<file path="src/rtl/divider_seq.sv">
// divider_seq: multi-cycle restoring integer divider (one trial subtraction per cycle).
// Optional build macro SIGNED_DIV_EN: two's complement operands, truncating quotient,
// remainder carries the sign of the dividend. Undefined: unsigned only.
module divider_seq #(
  parameter int N = 16
) (
  input  logic         clk,
  input  logic         rst,
  input  logic         start,
  input  logic [N-1:0] a,
  input  logic [N-1:0] b,
  output logic [N-1:0] q,
  output logic [N-1:0] r,
  output logic         busy,
  output logic         done,
  output logic         div_by_zero
);

  localparam int CW = $clog2(N);

  typedef enum logic [1:0] {IDLE, RUN, DONE} state_t;

  state_t         state_reg;
  logic [N-1:0]   rem_reg;
  logic [N-1:0]   quo_reg;
  logic [N-1:0]   div_reg;
  logic [CW-1:0]  cnt_reg;

  // One restoring step: the remainder is widened to N+1 bits so the shift cannot overflow,
  // and the carry-out of rem_shifted + ~b + 1 is the "no borrow" restore decision.
  logic [N:0]     rem_shifted;
  logic           no_borrow;
  logic           diff_unused;
  logic [N-1:0]   diff_low;
  logic [N-1:0]   rem_step;
  logic [N-1:0]   quo_step;
  logic [N-1:0]   q_final;
  logic [N-1:0]   r_final;
  logic [N-1:0]   a_mag;
  logic [N-1:0]   b_mag;

  assign rem_shifted = {rem_reg, quo_reg[N-1]};
  assign {no_borrow, diff_unused, diff_low} =
      {1'b0, rem_shifted} + {1'b0, ~{1'b0, div_reg}} + (N+2)'(1);
  // When no borrow occurs the difference is below the divisor, so the low N bits hold it all;
  // on a borrow the shifted remainder is below the divisor too.
  assign rem_step = no_borrow ? diff_low : rem_shifted[N-1:0];
  assign quo_step = {quo_reg[N-2:0], no_borrow};

`ifdef SIGNED_DIV_EN
  logic neg_q_reg;
  logic neg_r_reg;

  // Divide magnitudes; the most negative value maps onto itself, which is its correct unsigned magnitude.
  assign a_mag   = a[N-1] ? -a : a;
  assign b_mag   = b[N-1] ? -b : b;
  // Sign fix-up is folded into the final register load so latency is unchanged.
  assign q_final = neg_q_reg ? -quo_step : quo_step;
  assign r_final = neg_r_reg ? -rem_step : rem_step;
`else
  assign a_mag   = a;
  assign b_mag   = b;
  assign q_final = quo_step;
  assign r_final = rem_step;
`endif

  // Control FSM with registered outputs; reset wins over everything, including mid-RUN.
  always_ff @(posedge clk) begin
    if (rst) begin
      state_reg   <= IDLE;
      rem_reg     <= '0;
      quo_reg     <= '0;
      div_reg     <= '0;
      cnt_reg     <= '0;
      q           <= '0;
      r           <= '0;
      busy        <= 1'b0;
      done        <= 1'b0;
      div_by_zero <= 1'b0;
`ifdef SIGNED_DIV_EN
      neg_q_reg   <= 1'b0;
      neg_r_reg   <= 1'b0;
`endif
    end else begin
      done <= 1'b0;
      case (state_reg)
        IDLE, DONE: begin
          if (start) begin
            if (b == '0) begin
              // Divide-by-zero finishes immediately without entering RUN.
              q           <= '1;
              r           <= a;
              div_by_zero <= 1'b1;
              done        <= 1'b1;
              busy        <= 1'b0;
              state_reg   <= DONE;
            end else begin
              q           <= '0;
              r           <= '0;
              div_by_zero <= 1'b0;
              rem_reg     <= '0;
              quo_reg     <= a_mag;
              div_reg     <= b_mag;
              cnt_reg     <= '0;
              busy        <= 1'b1;
              state_reg   <= RUN;
`ifdef SIGNED_DIV_EN
              neg_q_reg   <= a[N-1] ^ b[N-1];
              neg_r_reg   <= a[N-1];
`endif
            end
          end else begin
            state_reg <= IDLE;
          end
        end
        RUN: begin
          rem_reg <= rem_step;
          quo_reg <= quo_step;
          cnt_reg <= cnt_reg + 1'b1;
          if (cnt_reg == CW'(N - 1)) begin
            q         <= q_final;
            r         <= r_final;
            done      <= 1'b1;
            busy      <= 1'b0;
            state_reg <= DONE;
          end
        end
        default: begin
          busy      <= 1'b0;
          state_reg <= IDLE;
        end
      endcase
    end
  end

endmodule

</file>
<file path="config.mk">
export PLATFORM = sky130hd
export DESIGN_NAME = divider_seq
export DESIGN_NICKNAME = d
export VERILOG_FILES = /design/src/rtl/divider_seq.sv
export SDC_FILE = /design/constraint.sdc
export NUM_CORES = 1
export LEC_CHECK = 0
export BUFFER_PORTS_ARGS = -buffer_cell sky130_fd_sc_hd__buf_2
export CAP_MARGIN = 20
export CORE_MARGIN = 4
export CORE_UTILIZATION = 45
export CTS_CLUSTER_DIAMETER = 50
export DETAILED_ROUTE_END_ITERATION = 7
export GPL_ROUTABILITY_DRIVEN = 0
export GPL_TIMING_DRIVEN = 0
export PLACE_DENSITY = 0.68
export SLEW_MARGIN = 20
export SYNTH_ARGS = -nofsm -noshare
export SYNTH_HDL_FRONTEND = slang
export SYNTH_SLANG_ARGS = --single-unit
</file>
<file path="constraint.sdc">
create_clock -name clk -period 2.85 [get_ports clk]
set_input_delay 0.1425 -clock clk [delete_from_list [all_inputs] [get_ports clk]]
set_output_delay 0.1425 -clock clk [all_outputs]
set_load 0.03 [all_outputs]
</file>
==> reports/qor.txt, run 1 <==
Largest net degree at the start of global routing: 18
Total track usage: 22.8%
Worst-case vdd ir drop: 763 uV
Total number of clock tree sinks: 89
Clock Latency Late Sink: 370 ps
Number of detailed-routing iterations run before antenna repair: 5
Skew final: 15.0 ps
CTS buffer count: 9
Number of enable flip-flop cells after synthesis: 0
Full die area: 0.0114 sq mm
Final setup violation count: 0
Post-synth top area share: 40.6%
Starting Density: 46.9%
H-Tree Level Count: 3
Number of nets in the synthesized netlist: 609
Post-Syn Area per Cell: 7.90 sq um
Diodes inserted: 0
Combinational share of power: 63.4%
Horizontal die dimension: 107 microns
Placeable core region: 0.00937 sq mm
Final clock period utilization by the worst path: 98.3%
Reg clk slew, reported paths: 100 ps
Fraction of synthesis flops using an asynchronous set or reset pin: 0%
Result of the run: completed
Source of the worst hold timing path: b[14]
Number of instances in the synthesized netlist: 556
Num rows: 35
Share of cells above drive strength 1: 17.9%
Internal power: 3.78 mW
Actual transition at the worst max-transition pin: 697 ps
Overflow left after global routing: 0
Vert. Die Dim: 107 microns
Via count of the first global-routing pass: 4107
Vias/cell: 5.68
Overall power consumption: 6.85 mW
End of the worst register-to-register path: r[7]
Clock tree from TritonCTS: yes
Clock power frac: 13.6%
Hold-fix buffers at CTS: 0
Hold-critical path depth: 3
Largest cells by area after synthesis: sky130_fd_sc_hd__dfxtp_1 (41%), sky130_fd_sc_hd__nand2_1 (10%), sky130_fd_sc_hd__a21oi_1 (4.9%)
Reported net switching power: 3.07 mW
Post-synthesis cell type with the largest combined area: sky130_fd_sc_hd__dfxtp_1
IO Count: 70
DRC violations left: 0
Number of pins with negative max-slew slack in the final report: 0
Count of antenna-violating nets left after detailed routing: 0
Post-Route WL: 13400 microns
Sequential Power Share: 23.0%
Dpl cells: 753
CP startpoint kind: register
Total power density per cell area: 1300 mW/mm^2
Clock root buffer: sky130_fd_sc_hd__clkbuf_8
Internal reg-to-reg setup slack: 50 ps
Proportion of synthesized chip area in sequential cells: 40.6%
Number of maximum-capacitance constraint violations: 0
Critical path class: reg2reg
Top achievable clock speed: 0.357 GHz
Post-synthesis instance area: 0.00439 sq mm
Hold endpoint: div_reg[14]
Fin nets: 692
R2r startpoint: rem_reg[9]
Number of hold-slack violations in the final timing report: 0
Number of buffers on the longest clock path: 2
Commonest cells post-synth: sky130_fd_sc_hd__nand2_1 (122), sky130_fd_sc_hd__dfxtp_1 (89), sky130_fd_sc_hd__nor2_1 (53)
LEAKAGE: 2.11 nW
Initial antenna violation count: 0
Crit Path Max Fanout: 10
Main flop type after synthesis: sky130_fd_sc_hd__dfxtp_1
Final Instance Count excl. Fillers: 773
Sw frac: 44.8%
Detailed router's first-iteration violation count: 374
Number of warnings printed during yosys synthesis: 0
Routed wire per std cell: 17.3 microns
Number of synthesized register bits: 89
Placed wire-length estimate: 10200 microns
Synth-to-layout area growth: 19.7%
Arrival time worst endpoint: 3040 ps
Path depth of the worst reg2reg path: 10
TNS Setup: 0 ps
Rel. slew slack: 53.2%
Data required time of the critical path: 3090 ps
Top-count cell post-synth: sky130_fd_sc_hd__nand2_1
Min-delay worst type: in2reg
Type of element capturing the critical path: register
Final worst path period need: 2800 ps
Total of buffers placed on input and output ports: 68
Synth unique cells: 53
Worst slack on hold paths: 20.4 ps
Routed vias: 4389
Wire length of the first global-routing pass: 20700 microns
area by class of cell:
type | count | area (sq um)
fill | 935 | 4120
multi-input combinational | 411 | 2480
sequential | 89 | 1780
timing repair buffer | 72 | 388
tap | 129 | 161
buffer | 35 | 155
clock buffer | 9 | 124
clock inverter | 7 | 87.6
inverter | 21 | 78.8
stage by stage:
step	worst slack, ps	util, %	cell area (sq um)
3_3_place_gp	-242	52.2	4890
4_1_cts	16.8	54.8	5130
5_1_grt	-53.5	56.1	5260
3_5_place_dp	-251	52.2	4890
6_report	47.4	56.1	5260
2_1_floorplan	201	-	4390
logic make-up after synthesis:
group	Yosys count	synth area share [%]
AOI/OAI and AO/OA	149	23.0
xor gates and xnor gates	9	1.79
adders and majority gates	18	5.30
buffers and inverters	56	5.19
DFF	89	40.6
muxes	10	2.28
and+or+nand+nor	225	21.9
layout by cell type (no fill, tap or decap), types with 5 or more instances in the layout:
master                     instances
sky130_fd_sc_hd__nand2_1         122
sky130_fd_sc_hd__dfxtp_1          89
sky130_fd_sc_hd__buf_2            69
sky130_fd_sc_hd__nor2_1           53
sky130_fd_sc_hd__a21oi_1          42
sky130_fd_sc_hd__clkbuf_1         30
sky130_fd_sc_hd__a311oi_1         22
sky130_fd_sc_hd__inv_1            21
sky130_fd_sc_hd__o21ai_0          21
sky130_fd_sc_hd__a31oi_1          19
sky130_fd_sc_hd__ha_1             15
sky130_fd_sc_hd__nor3_1           11
sky130_fd_sc_hd__clkbuf_8          9
sky130_fd_sc_hd__nand2b_1          8
sky130_fd_sc_hd__xnor2_1           7
sky130_fd_sc_hd__a21o_1            6
sky130_fd_sc_hd__mux2i_2           6
sky130_fd_sc_hd__nor4_1            5
sky130_fd_sc_hd__nand4_1           5
what timing repair did:
item,in CTS,in global routing
buffers inserted,0,3
pin swaps,0,4
resized for setup,5,18
endpoints found under the setup margin,7,19
hold endpoints to repair,0,0
gates cloned,0,1
how the worst max path moves through the flow:
stage / endpoint / depth (start not counted) / startpoint / slack [ps]
floorplan: r[12] / 11 / quo_reg[15] / 200
global placement: r[12] / 10 / div_reg[0] / -240
detailed placement: r[12] / 10 / div_reg[0] / -250
CTS: r[5] / 9 / rem_reg[9] / 20
global route: r[10] / 9 / rem_reg[9] / -50
finish: r[7] / 10 / rem_reg[9] / 50
critical path, stage by stage, from the launching register on:
cell and delay, ps:
sky130_fd_sc_hd__dfxtp_1 370, sky130_fd_sc_hd__ha_1 280, sky130_fd_sc_hd__buf_2 180, sky130_fd_sc_hd__nand2_1 130, sky130_fd_sc_hd__or4_4 530, sky130_fd_sc_hd__a211o_1 290
sky130_fd_sc_hd__o211ai_4 190, sky130_fd_sc_hd__buf_6 210, sky130_fd_sc_hd__nor2_1 50, sky130_fd_sc_hd__a31oi_1 290, sky130_fd_sc_hd__a31oi_1 130
per-layer routing:
metal / global-route usage [%] / vias up / part of all wire [%]
met3: 4.39 / 20 / 7.5
li1: - / 2138 / -
met2: 34.6 / 176 / 44
met1: 32.8 / 2055 / 46
met5: 0 / - / 0
met4: 6.94 / 0 / 1.9
power by group through the flow:
stage / registers [mW] / logic (mW) / clock network, mW
floorplan: 1.64 / 2.56 / 0
global placement: 1.59 / 3.42 / 0
detailed placement: 1.59 / 3.47 / 0
CTS: 1.56 / 3.57 / 0.951
global route: 1.59 / 4.61 / 0.995
finish: 1.57 / 4.34 / 0.932
Power figures use the tool's default switching activity.
==> inputs of run 2 (changes only) <==
--- a/config.mk
+++ b/config.mk
@@ -13,7 +13,7 @@
 export DETAILED_ROUTE_END_ITERATION = 7
 export GPL_ROUTABILITY_DRIVEN = 0
 export GPL_TIMING_DRIVEN = 0
-export PLACE_DENSITY = 0.68
+export PLACE_DENSITY = 0.66
 export SLEW_MARGIN = 20
 export SYNTH_ARGS = -nofsm -noshare
 export SYNTH_HDL_FRONTEND = slang
==> constraint.sdc (replaced) <==
create_clock -name clk -period 3.3 [get_ports clk]
set_input_delay 0.165 -clock clk [delete_from_list [all_inputs] [get_ports clk]]
set_output_delay 0.165 -clock clk [all_outputs]
set_load 0.03 [all_outputs]
==> reports/qor.txt, run 2 (synthesis gave the netlist of run 1 again) <==
Worst slack on hold paths: 36.6 ps
Unrepaired setup endpoints after global routing: false
Worst-case vdd ir drop: 500 uV
Type of element capturing the critical path: register
Dpl cells: 753
TNS Setup: 0 ps
Initial antenna violation count: 0
Critical Path Max Stage Delay: 450 ps
Hold-fix buffers at CTS: 0
CTS buffer count: 9
Number of pins with negative max-slew slack in the final report: 0
IO Count: 70
Result of the run: completed
Overflow left after global routing: 0
Via count of the first global-routing pass: 3979
Crit path setup slack, layout: 361 ps
End of the worst register-to-register path: r[5]
Cell breakdown of the critical path: ha_1, a21oi_1, o211ai_1, a311oi_2, o211ai_2, buf_8, mux2i_1, a2111oi_1
Highest-count cells in the layout ignoring fill and taps: sky130_fd_sc_hd__nand2_1 (122), sky130_fd_sc_hd__dfxtp_1 (89), sky130_fd_sc_hd__buf_2 (70)
Horizontal die dimension: 107 microns
Critical path class: reg2reg
Worst slack at placement: 213 ps
Total number of clock tree sinks: 89
Rel. slew slack: 49.7%
R2r startpoint: rem_reg[11]
Reg clk slew, reported paths: 90 ps
Crit Path Max Fanout: 10
Final setup violation count: 0
Wire length of the first global-routing pass: 20800 microns
Final worst path period need: 2940 ps
Slowest-stage cell, CP: sky130_fd_sc_hd__a311oi_2
Actual transition at the worst max-transition pin: 749 ps
Starting Density: 46.9%
Number of buffers on the longest clock path: 2
Clock Latency Late Sink: 370 ps
Placeable core region: 0.00937 sq mm
Num rows: 35
Min-delay worst type: in2reg
Number of maximum-capacitance constraint violations: 0
Synth-to-layout area growth: 16.3%
Clock tree from TritonCTS: yes
Largest net degree at the start of global routing: 18
Routed vias: 4333
Fin nets: 688
Worst Setup SP: rem_reg[11]
Internal reg-to-reg setup slack: 360 ps
Most common library cell in the layout ignoring fill and taps: sky130_fd_sc_hd__nand2_1
Post-Route WL: 13000 microns
Vias/cell: 5.63
Number of detailed-routing iterations run before antenna repair: 6
DRC violations left: 0
Arrival time worst endpoint: 3190 ps
Number of hold-slack violations in the final timing report: 0
Path depth of the worst reg2reg path: 8
LEAKAGE: 2.07 nW
Total track usage: 23.3%
Source of the worst hold timing path: b[11]
Skew final: 16.5 ps
Total of buffers placed on input and output ports: 68
Routed wire per std cell: 17.0 microns
Full die area: 0.0114 sq mm
Diodes inserted: 0
Top achievable clock speed: 0.340 GHz
Vert. Die Dim: 107 microns
Placed wire-length estimate: 10200 microns
Data required time of the critical path: 3560 ps
Detailed router's first-iteration violation count: 323
Final clock period utilization by the worst path: 89.1%
Post-CTS setup-driven buffer insertion count: 0
Placed instance area: 0.00489 sq mm
End point of the critical path: r[5]
Share of cells above drive strength 1: 15.0%
Count of antenna-violating nets left after detailed routing: 0
Util after Layout: 54.5%
Final Instance Count excl. Fillers: 769
Total power density per cell area: 1020 mW/mm^2
CP startpoint kind: register
H-Tree Level Count: 3
Final instance area: 0.00511 sq mm
Overall power consumption: 5.21 mW
Hold-critical path depth: 3
Clock root buffer: sky130_fd_sc_hd__clkbuf_8
==> run 2: per-layer routing <==
layer / track usage, % / share of wire, %
met3: 3.79 / 7.1
met5: 0 / 0
met1: 34.5 / 48
met2: 34.1 / 43
met4: 7.76 / 1.6
==> run 2: worst min path at each step <==
| stage | end | slack (ps) |
|---|---|---|
| final | div_reg[11] | 40 |
| after CTS | div_reg[9] | 20 |
| after global placement | div_reg[11] | 420 |
| after floorplan | div_reg[10] | 300 |
| after detailed placement | div_reg[9] | 420 |
| after global routing | div_reg[13] | 40 |
==> run 2: cell type report <==
| type | count | area (sq um) |
|---|---|---|
| repair buffers | 68 | 340 |
| plain buffers | 35 | 149 |
| well taps | 129 | 161 |
| multi-input cells | 411 | 2390 |
| fillers | 939 | 4260 |
| clock buffers | 9 | 124 |
| clock inverters | 7 | 85.1 |
| inverters | 21 | 78.8 |
| flip-flops and latches | 89 | 1780 |
==> run 2: critical path: cells and delay by family, from the launching register on <==
family,cells,cell delay [ps]
AO/OA/AOI/OAI,5,1660
adder cells (fa/ha/maj),1,410
flip-flops,1,360
buffers and inverters,1,230
multiplexers,1,170
==> run 2: what timing repair did <==
action / CTS / global route
endpoints found under the hold margin: 0 / 0
setup endpoints to repair: 0 / 1
resized for setup: 0 / 1
==> run 2: power by group <==
group / internal [mW] / leakage, nW / switching (mW) / total (mW)
combinational: 1.23 / 1.24 / 1.81 / 3.04
sequential: 1.23 / 0.729 / 0.121 / 1.35
clock: 0.368 / 0.106 / 0.448 / 0.816
==> inputs of run 3 (changes only) <==
--- a/config.mk
+++ b/config.mk
@@ -7,6 +7,7 @@
 export LEC_CHECK = 0
 export BUFFER_PORTS_ARGS = -buffer_cell sky130_fd_sc_hd__buf_2
 export CAP_MARGIN = 20
+export CORE_ASPECT_RATIO = 0.75
 export CORE_MARGIN = 4
 export CORE_UTILIZATION = 45
 export CTS_CLUSTER_DIAMETER = 50
==> reports/qor.txt, run 3 (synthesis gave the netlist of run 1 again) <==
Clock power frac: 19.6%
Crit Path Max Fanout: 4
Initial antenna violation count: 0
Critical path class: reg2reg
Skew final: 5.70 ps
Overall power consumption: 5.45 mW
TNS Setup: 0 ps
Clock root buffer: sky130_fd_sc_hd__clkbuf_16
Slowest-stage cell, CP: sky130_fd_sc_hd__a2111oi_0
Min-delay worst type: in2reg
Cell breakdown of the critical path: inv_1, ha_1, inv_1, fa_1, a21o_1, a221oi_2, nor3b_1, o41ai_1, xnor2_1, mux2i_1, a2111oi_0
Total of buffers placed on input and output ports: 68
Post-Route WL: 13500 microns
Path depth of the worst reg2reg path: 11
Placed wire-length estimate: 10500 microns
Reg clk slew, reported paths: 60 ps
Data required time of the critical path: 3520 ps
Result of the run: completed
Number of hold-slack violations in the final timing report: 0
LEAKAGE: 2.11 nW
Internal power: 3.12 mW
Cell type with the highest occurrence count on the critical path: sky130_fd_sc_hd__inv_1
Dpl cells: 752
Arrival time worst endpoint: 3150 ps
Actual transition at the worst max-transition pin: 715 ps
Placeable core region: 0.00927 sq mm
Final setup violation count: 0
End of the worst register-to-register path: r[12]
Critical Path Max Stage Delay: 410 ps
CTS buffer count: 9
Via count of the first global-routing pass: 4114
R2r startpoint: quo_reg[15]
DRC violations left: 0
Number of maximum-capacitance constraint violations: 0
Number of pins with negative max-slew slack in the final report: 0
Sw frac: 42.8%
IO Count: 70
Count of antenna-violating nets left after detailed routing: 0
Full die area: 0.0114 sq mm
Sequential Power Share: 24.9%
Final worst path period need: 2930 ps
Kind of cell with the highest combined delay on the critical path: compound AO/OA/AOI/OAI gates
Num rows: 30
Hold-critical path depth: 3
Clock Latency Late Sink: 340 ps
Routed vias: 4356
Number of detailed-routing iterations run before antenna repair: 5
Post-CTS setup-driven buffer insertion count: 0
End point of the critical path: r[12]
Type of element capturing the critical path: register
Total power density per cell area: 1050 mW/mm^2
Starting Density: 47.4%
Vias/cell: 5.69
Combinational share of power: 55.5%
Top achievable clock speed: 0.341 GHz
Horizontal die dimension: 122 microns
Highest-count cells in the layout ignoring fill and taps: sky130_fd_sc_hd__nand2_1 (122), sky130_fd_sc_hd__dfxtp_1 (89), sky130_fd_sc_hd__buf_2 (70)
Total track usage: 24.2%
WP depth: 11
CP startpoint kind: register
Overflow left after global routing: 0
Largest net degree at the start of global routing: 14
Final Instance Count excl. Fillers: 766
H-Tree Level Count: 3
Synth-to-layout area growth: 18.3%
Diodes inserted: 0
Vert. Die Dim: 93.6 microns
Internal reg-to-reg setup slack: 370 ps
Most common library cell in the layout ignoring fill and taps: sky130_fd_sc_hd__nand2_1
Worst slack on hold paths: 71.8 ps
Rel. slew slack: 52.0%
Routed wire per std cell: 17.6 microns
Clock tree from TritonCTS: yes
Reported net switching power: 2.33 mW
Final clock period utilization by the worst path: 88.8%
Worst Setup SP: quo_reg[15]
Number of buffers on the longest clock path: 2
Detailed router's first-iteration violation count: 322
Worst path buffer plus inverter count: 2
Worst-case vdd ir drop: 539 uV
Total number of clock tree sinks: 89
Fin nets: 688
Unrepaired setup endpoints after global routing: false
Share of cells above drive strength 1: 14.6%
Wire length of the first global-routing pass: 21600 microns
-- run 3: cell types whose count changed in the layout (fill, tap and decap cells not counted) --
cell	delta
sky130_fd_sc_hd__clkbuf_8	-9
sky130_fd_sc_hd__inv_6	-1
sky130_fd_sc_hd__inv_8	-3
sky130_fd_sc_hd__clkbuf_1	+1
sky130_fd_sc_hd__clkinv_2	+1
sky130_fd_sc_hd__clkinvlp_4	-1
sky130_fd_sc_hd__clkbuf_16	+9
sky130_fd_sc_hd__bufinv_16	+1
-- run 3: worst min path at each step --
stage,slack [ps],startpoint,to
after floorplan,300,b[10],div_reg[10]
after global placement,420,b[8],div_reg[8]
after detailed placement,420,b[14],div_reg[14]
after CTS,70,b[14],div_reg[14]
after global routing,70,b[14],div_reg[14]
final,70,b[11],div_reg[11]
-- run 3: cell type report --
cell class	instances	area [sq um]
plain buffers	35	149
multi-input cells	411	2390
fillers	891	4070
inverters	21	78.8
flip-flops and latches	89	1780
clock buffers	10	229
repair buffers	68	340
well taps	128	160
clock inverters	4	70.1
-- run 3: timing repair --
item	CTS	global route
setup endpoints to repair	0	1
hold buffers	0	0
resized for setup	0	1
-- run 3: metal layers --
layer	GRT usage [%]	part of all wire (%)	routed length (microns)
met1	36.2	49	6590
met2	33.3	40	5400
met3	7.26	9.4	1270
met4	6.90	1.6	218
met5	0	0	0
-- run 3: worst reg2reg max path: cells and delay by family, from the launching register on --
kind	cells	cell delay, ps
adder cells (fa/ha/maj)	2	590
AO/OA/AOI/OAI	4	1340
XOR/XNOR	1	170
AND/OR/NAND/NOR	1	130
flip-flops	1	310
buffers and inverters	2	150
multiplexers	1	130
-- run 3: stage by stage --
| step | setup WS (ps) | cell area (sq um) | util (%) |
|---|---|---|---|
| 2_1_floorplan | 651 | 4390 | - |
| 3_3_place_gp | 232 | 4890 | 52.8 |
| 3_5_place_dp | 191 | 4890 | 52.8 |
| 4_1_cts | 177 | 5190 | 56.0 |
| 5_1_grt | 133 | 5200 | 56.1 |
| 6_report | 368 | 5200 | 56.1 |
-- run 3: power groups by stage --
| stage | Clock, mW | Combinational, mW | Sequential (mW) |
|---|---|---|---|
| 2_1_floorplan | 0 | 2.21 | 1.41 |
| 3_3_place_gp | 0 | 2.92 | 1.36 |
| 3_5_place_dp | 0 | 2.96 | 1.37 |
| 4_1_cts | 1.07 | 2.96 | 1.35 |
| 5_1_grt | 1.12 | 3.30 | 1.37 |
| 6_report | 1.06 | 3.02 | 1.36 |
